`src/rtl/fifo_lifo_pkg.sv`:
```
// fifo_lifo_pkg: shared constants and width helper for fifo_lifo_sc.
// Provides ordering-mode encodings and a clog2 used for pointer/count widths.
package fifo_lifo_pkg;

  localparam int MODE_FIFO = 0;
  localparam int MODE_LIFO = 1;

  function automatic int clog2(input int n);
    int r;
    r = 0;
    for (int i = 0; i < 31; i++) begin
      if ((1 << i) < n) r = i + 1;
    end
    return r;
  endfunction

endpackage

```
`src/rtl/buf_mem.sv`:
```
// buf_mem: WIDTH x DEPTH storage, synchronous write, asynchronous read.
// Ports: i_clk, i_we, i_waddr, i_wdata (write side); i_raddr, o_rdata (read).
module buf_mem #(
  parameter int WIDTH = 32,
  parameter int DEPTH = 16,
  parameter int AW    = 4
) (
  input  logic             i_clk,
  input  logic             i_we,
  input  logic [AW-1:0]    i_waddr,
  input  logic [WIDTH-1:0] i_wdata,
  input  logic [AW-1:0]    i_raddr,
  output logic [WIDTH-1:0] o_rdata
);

  logic [WIDTH-1:0] r_mem [DEPTH];

  always_ff @(posedge i_clk) begin
    if (i_we) r_mem[i_waddr] <= i_wdata;
  end

  assign o_rdata = r_mem[i_raddr];

endmodule

```
`src/rtl/fifo_lifo_sc.sv`:
```
// fifo_lifo_sc: single-clock FIFO/LIFO buffer with occupancy, thresholds,
// read-valid strobe and sticky error flags.
// Ports: Clk, Rst (async high); Datain/Wren/Rden/Clrerr in;
// Dataout/Rdvalid, Full/Empty/Almfull/Almempty, Count, Overflow/Underflow out.
module fifo_lifo_sc
  import fifo_lifo_pkg::*;
#(
  parameter int WIDTH       = 32,
  parameter int DEPTH       = 16,
  parameter int MODE        = MODE_FIFO,
  parameter int ALMFULL_TH  = DEPTH - 2,
  parameter int ALMEMPTY_TH = 2
) (
  input  logic                  Clk,
  input  logic                  Rst,
  input  logic [WIDTH-1:0]      Datain,
  input  logic                  Wren,
  input  logic                  Rden,
  input  logic                  Clrerr,
  output logic [WIDTH-1:0]      Dataout,
  output logic                  Rdvalid,
  output logic                  Full,
  output logic                  Empty,
  output logic                  Almfull,
  output logic                  Almempty,
  output logic [clog2(DEPTH):0] Count,
  output logic                  Overflow,
  output logic                  Underflow
);

  localparam int AW = clog2(DEPTH);
  localparam int CW = AW + 1;

  localparam logic [CW-1:0] LP_DEPTH = CW'(DEPTH);
  localparam logic [CW-1:0] LP_AF    = CW'(ALMFULL_TH);
  localparam logic [CW-1:0] LP_AE    = CW'(ALMEMPTY_TH);

  logic [CW-1:0]    r_count;
  logic [WIDTH-1:0] r_dout;
  logic             r_rdvalid;
  logic             r_ovf;
  logic             r_unf;

  logic             w_full;
  logic             w_empty;
  logic             w_wr_ok;
  logic             w_rd_ok;
  logic [AW-1:0]    w_waddr;
  logic [AW-1:0]    w_raddr;
  logic [WIDTH-1:0] w_rdata;

  assign w_full  = (r_count == LP_DEPTH);
  assign w_empty = (r_count == '0);

  // A full buffer still takes a write when a read frees a slot the same edge.
  assign w_wr_ok = Wren & (~w_full | Rden);
  assign w_rd_ok = Rden & ~w_empty;

  if (MODE == MODE_LIFO) begin : g_lifo
    logic [AW-1:0] w_top;
    // Count == DEPTH truncates to 0, so top wraps to DEPTH-1.
    assign w_top   = r_count[AW-1:0] - AW'(1);
    assign w_raddr = w_top;
    // Push+pop replaces the old top in place.
    assign w_waddr = w_rd_ok ? w_top : r_count[AW-1:0];
  end else begin : g_fifo
    logic [AW-1:0] r_wptr;
    logic [AW-1:0] r_rptr;
    always_ff @(posedge Clk or posedge Rst) begin
      if (Rst) begin
        r_wptr <= '0;
        r_rptr <= '0;
      end else begin
        if (w_wr_ok) r_wptr <= r_wptr + AW'(1);
        if (w_rd_ok) r_rptr <= r_rptr + AW'(1);
      end
    end
    assign w_waddr = r_wptr;
    assign w_raddr = r_rptr;
  end

  buf_mem #(
    .WIDTH (WIDTH),
    .DEPTH (DEPTH),
    .AW    (AW)
  ) u_mem (
    .i_clk   (Clk),
    .i_we    (w_wr_ok),
    .i_waddr (w_waddr),
    .i_wdata (Datain),
    .i_raddr (w_raddr),
    .o_rdata (w_rdata)
  );

  always_ff @(posedge Clk or posedge Rst) begin
    if (Rst) begin
      r_count   <= '0;
      r_dout    <= '0;
      r_rdvalid <= 1'b0;
    end else begin
      unique case ({w_wr_ok, w_rd_ok})
        2'b10:   r_count <= r_count + CW'(1);
        2'b01:   r_count <= r_count - CW'(1);
        default: r_count <= r_count;
      endcase
      // Async read sees pre-write contents, so push+pop returns old data.
      if (w_rd_ok) r_dout <= w_rdata;
      r_rdvalid <= w_rd_ok;
    end
  end

  always_ff @(posedge Clk or posedge Rst) begin
    if (Rst) begin
      r_ovf <= 1'b0;
      r_unf <= 1'b0;
    end else if (Clrerr) begin
      r_ovf <= 1'b0;
      r_unf <= 1'b0;
    end else begin
      if (Wren & ~w_wr_ok) r_ovf <= 1'b1;
      if (Rden & ~w_rd_ok) r_unf <= 1'b1;
    end
  end

  assign Dataout   = r_dout;
  assign Rdvalid   = r_rdvalid;
  assign Full      = w_full;
  assign Empty     = w_empty;
  assign Almfull   = (r_count >= LP_AF);
  assign Almempty  = (r_count <= LP_AE);
  assign Count     = r_count;
  assign Overflow  = r_ovf;
  assign Underflow = r_unf;

endmodule

```
`config.mk`:
```
export PLATFORM = sky130hd
export DESIGN_NAME = fifo_lifo_sc
export DESIGN_NICKNAME = d
export VERILOG_FILES = /design/src/rtl/fifo_lifo_pkg.sv /design/src/rtl/buf_mem.sv /design/src/rtl/fifo_lifo_sc.sv
export SDC_FILE = /design/constraint.sdc
export NUM_CORES = 1
export LEC_CHECK = 0
export CORE_ASPECT_RATIO = 0.75
export CORE_MARGIN = 5
export CORE_UTILIZATION = 54
export CTS_BUF_LIST = sky130_fd_sc_hd__clkbuf_16
export CTS_CLUSTER_SIZE = 10
export DETAILED_ROUTE_END_ITERATION = 10
export PLACE_DENSITY = 0.78
export SLEW_MARGIN = 30
export SYNTH_ARGS = -nofsm -noshare
export SYNTH_HDL_FRONTEND = slang
export SYNTH_SLANG_ARGS = --single-unit
```
`constraint.sdc`:
```
create_clock -name Clk -period 3.5 [get_ports Clk]
set_input_delay 0.7 -clock Clk [delete_from_list [all_inputs] [get_ports Clk]]
set_output_delay 0.7 -clock Clk [all_outputs]
set_load 0.03 [all_outputs]
```
# After elaboration in Yosys (flattened, before gate mapping)
# Memories as Yosys holds them, arrays and structs flattened. A register that Yosys moved wholly into a read port is not among the register bits.
# Cells that the tools add are included.
dict set report totals {
  in_bits 37
  regBits 16
  mem_bits_ro 0
  ram_bits 512
  out_inout_bits 44
  n_memories 1
  elab_cells 36
  latch_bits 0
}
# name depth word_bits read_ports rd_ports_with_merged_regs write_ports line_no
set memory_table {}
lappend memory_table {u_mem.r_mem 16 32 1 1 1 buf_mem.sv:16} ;# logic [WIDTH-1:0] r_mem [DEPTH];
dict set report classes {
  addsub 4
  n_lt_le_gt_ge 2
  n_mux 7
  div_mod_pow 0
  multipliers 0
  n_eq_ne 3
  n_bitwise 9
  n_reduce_logical 4
  shifts 0
}
# operator n
set ops {}
lappend ops {{$pmux 5 s2} 1}
lappend ops {{$add 4x1->4 const B} 2}
lappend ops {{$mux 1} 6}
lappend ops {{$reduce_bool 2->1} 3}
lappend ops {{$add 5x1->5 const B} 1}
lappend ops {{$eq 5x5->1 const B} 1}
lappend ops {{$ge 5x4->1 const B} 1}
lappend ops {{$le 5x2->1 const B} 1}
lappend ops {{$logic_not 5->1} 1}
lappend ops {{$sub 5x1->5 const B} 1}
lappend ops {{$and 1x1->1} 4}
lappend ops {{$not 1->1} 4}
lappend ops {{$eq 2x1->1 const B} 1}
lappend ops {{$eq 2x2->1 const B} 1}
lappend ops {{$or 1x1->1} 1}

# Logic depth before layout (Yosys ltp)
# Gate-level depths: netlist of run 1.
dict set report logic_depth {
  word_depth 8
  depth_mapped 11
}

# Cells and area by module
# Synthesis of run 1 repeated with hierarchy kept, for this count alone.
dict set report hier_totals {
  cells_unflattened 955
  area_unflattened_um2 21361.7
}
# module area_per_inst_um2 instances seq_area_each_um2 cells_each
set by_module_without_submodules {}
lappend by_module_without_submodules {buf_mem 19213.4 1 15374.7 806}
lappend by_module_without_submodules {fifo_lifo_sc 2148.3 1 1201.2 149}

# Worst setup path before layout of run 1
# Ideal clock, no wire load.
dict set report synth_path {
  path_type {register -> register}
  startpoint {register r_count[0], in the netlist Count[0]}
  endpoint {memory u_mem.r_mem[0][0] (enable)}
  slack_ns -0.489
  synth_period_minus_slack_ns 3.989
  t_required_ns 3.039
  path_stages_with_launch 7
  arrival_time_ns 3.528
  path_cell_list {dfrtp_1 or4_1 buf_2 o31a_1 buf_4 nand2_1 nor3_1}
}
dict set report synth_between {
  elab_chain_cells 6
}
# item line_no
set synth_lines {}
lappend synth_lines {{start: declaration} fifo_lifo_sc.sv:38} ;# logic [CW-1:0] r_count;
lappend synth_lines {{start signal: assignment} fifo_lifo_sc.sv:102} ;# 2'b10: r_count <= r_count + CW'(1);
lappend synth_lines {{start signal: assignment} fifo_lifo_sc.sv:103} ;# 2'b01: r_count <= r_count - CW'(1);
lappend synth_lines {{start signal: assignment} fifo_lifo_sc.sv:104} ;# default: r_count <= r_count;
lappend synth_lines {{$eq 5x5->1} fifo_lifo_sc.sv:52} ;# assign w_full = (r_count == LP_DEPTH);
lappend synth_lines {{$not 1->1} fifo_lifo_sc.sv:56} ;# assign w_wr_ok = Wren & (~w_full | Rden);
lappend synth_lines {{$or 1x1->1} fifo_lifo_sc.sv:56}
lappend synth_lines {{$and 1x1->1} fifo_lifo_sc.sv:56}
lappend synth_lines {{$mux 1} buf_mem.sv:19} ;# if (i_we) r_mem[i_waddr] <= i_wdata;
lappend synth_lines {{$mux 1 (not written as such)} buf_mem.sv:19}
lappend synth_lines {{end: declaration} buf_mem.sv:16}
# No other way between the ends.

# Worst setup path after layout of run 1
dict set report layout_path {
  startpoint {register r_count[0], in the netlist Count[0]}
  endpoint {output Empty}
}
dict set report layout_between {
  elab_chain_cells 1
}
# item line_no
set layout_lines {}
lappend layout_lines {{$logic_not 5->1} fifo_lifo_sc.sv:53} ;# assign w_empty = (r_count == '0);
lappend layout_lines {{end: declaration} fifo_lifo_sc.sv:23} ;# output logic Empty,
# No other way between the ends.

==> out/results.ini, run 1 <==
[status]
status=finished, final reports clean

[synth]
netlist_instances=955
synth_top_area_share_pct=71.8
synth_edf_count=512
synthesis.area_um2=21400
async_flop_share_pct=8.57
synth_area_leader_cell=edfxtp_1
synth_area_leaders=edfxtp_1 72%, mux4_2 13%, dfrtp_1 5.6%
synth_warnings=0
synth.avg_cell_area_um2=22.4
syn-num-nets=1002
seq_area_frac_synth_pct=77.4
synth_cell_types=39
synth_flop_cell=edfxtp_1
ys_ff_latch=560

[final_layout]
final_common_cell=edfxtp_1
nets=1144
final_cell_mix=512 x edfxtp_1, 128 x mux4_2, 80 x clkdlybuf4s50_1
drive_gt1_share_pct=26.7
synthToLayoutAreaGrowth_pct=16.8
fin_cells=1668
diodes=0

[sta]
finalSetupTns_ps=0
fin_crit_ps=3330
hold_viol_final=0
slew_headroom_pct=51.0
finalSetupViolCount=0
rsz0062_at_grt=false
fmax_ghz=0.300
fin_skew_ps=16.8
slew_viol_final=0
fin_crit_sh_pct=95.1
worst_pin_slew_ps=735

[clocking]
cts_inserted_buffers=61
clk_latency_ps=600
cts_hold_buf=0
cts_resized=0
cts_max_level=2
clk_path_buf_depth=3
clkSlewWorstSetupHoldPaths_ps=60
postCtsSetupRepairBufs=0
clkSinkCount=560
cts-root-buf=clkbuf_16
cts_tree=built

[placement]
routabilityCongestion=0.756
port-buffer-count=80
dp_hpwl_mm=26.6
post-place-cells=1554

[routing]
antenna_left=0
drc=0
dr.first_iter.drc_count=1130
num_vias=10262
wirelength_mm=45.8
wire_per_inst_um=27.5
vias_per_cell=6.15
first_pass_iters=5

[critical_path]
reg2reg_from=Count[0]
required_ps=2800
r2r-end=Count[4]
crit_fanout=6
cp.arrival_ps=2630
reg2regPathDepth=9
cp-start-kind=flop
crit_type=reg2out
rrSetupSlack_ps=540
worstSetupEndpointType=output port

[power]
irDropWorstVdd_uv=467
p_per_area_nw_per_um2=816
p_leak_nw=8.28

[die]
die_w_um=240
die-height_um=182
core_region_area_um2=39300
start_util_pct=54.4
rows=63
io-pin-count=81
dieArea_um2=43800

[hold_path]
hold_depth=2
holdCritPathClass=reg2reg
hold_path_end=Underflow
holdCritStartpoint=Underflow

[global_route]
grt_pass1_vias=10815
grt_usage_pct=21.2
grt_max_degree=44
grt_antenna_before_repair=0
overflow=0
grt_pass1_wl_mm=69.3

[job]
drv_cap=0

[state kept, by name (all words and copies together), names as in the netlist]
signal	count
Count	5
Dataout	32
Overflow	1
Rdvalid	1
Underflow	1
g_fifo.r_rptr	4
g_fifo.r_wptr	4
u_mem.r_mem	512
[worst max-delay path by stage]
stage	from	to	slack, ps	cells past startpoint
after floorplan	Count[0]	Count[4]	360	11
after CTS	Count[0]	Empty	120	3
after global routing	Count[0]	Empty	20	3
after detailed placement	Rden	Count[4]	410	9
final	Count[0]	Empty	170	3
after global placement	Rden	Count[4]	430	9
[cell type report]
class	instances	area, um2
multi-input combinational	337	4660
fill	2522	14300
sequential	560	16600
timing repair buffer	131	1310
tap	520	651
inverter	6	25.0
clock inverter	52	224
clock buffer	62	1550
[power breakdown]
| group | internal [mW] | switching, mW |
|---|---|---|
| sequential | 8.19 | 0.689 |
| combinational | 2.82 | 3.09 |
| clock | 3.17 | 2.44 |
| total | 14.2 | 6.22 |
[worst max-delay path: stages, from the launching register on]
cell and delay (ps):
dfrtp_1 450, or4_1 720, nor2_1 180, clkdlybuf4s50_1 690
[cell families (layout without fill, tap and decap cells)]
| kind of cell | Yosys count | in the layout | share of synthesized area (%) |
|---|---|---|---|
| flops | 560 | 560 | 77.4 |
| mux | 175 | 175 | 15.8 |
| compound gates | 83 | 83 | 3.10 |
| simple gates | 60 | 60 | 1.27 |
| buf+inv | 58 | 251 | 1.46 |
| fa+ha+maj | 10 | 10 | 0.619 |
| xor+xnor | 9 | 9 | 0.368 |
[layer usage]
| metal | vias up | track usage [%] | share of wire (%) |
|---|---|---|---|
| li1 | 4301 | - | - |
| met1 | 5429 | 31.4 | 41 |
| met2 | 463 | 33.9 | 49 |
| met3 | 69 | 4.08 | 7.8 |
| met4 | 0 | 4.67 | 2.0 |
| met5 | - | 0 | 0 |
[stage by stage]
step / power (mW) / utilization (%) / setup slack (ps) / hold WS [ps] / instance area, um2
2_1_floorplan: 12.9 / - / 359 / 572 / 21400
3_3_place_gp: 14.8 / 59.1 / 431 / 476 / 23200
3_5_place_dp: 14.9 / 59.1 / 406 / 492 / 23200
4_1_cts: 20.6 / 63.6 / 121 / 507 / 25000
5_1_grt: 21.3 / 63.6 / 18.4 / 535 / 25000
6_report: 20.4 / 63.6 / 170 / 497 / 25000
[synth_stat cells, types with 2 or more instances]
library cell  count
a21o_1            2
nor2_1           17
mux2_2           20
edfxtp_1        512
o22ai_1          29
o221ai_2          9
buf_4             6
nor3_1            5
buf_2            29
clkbuf_1         10
nand2_1          27
nand2b_1          3
mux4_2          128
buf_1             3
ha_1              9
xnor2_1           8
o221ai_1          4
nand4_1           2
a21oi_1          23
dfrtp_1          48
inv_1             5
o21ai_0           3
o22ai_2           9
mux2i_1          27
buf_6             3
(Power assumes the default switching activity.)
==> inputs of run 2 (changes only) <==
--- a/config.mk
+++ b/config.mk
@@ -5,6 +5,7 @@
 export SDC_FILE = /design/constraint.sdc
 export NUM_CORES = 1
 export LEC_CHECK = 0
+export ABC_CLOCK_PERIOD_IN_PS = 3500
 export CORE_ASPECT_RATIO = 0.75
 export CORE_MARGIN = 5
 export CORE_UTILIZATION = 54
==> results of run 2 <==
Final layout, timing and power as in run 1 (identical DEF).
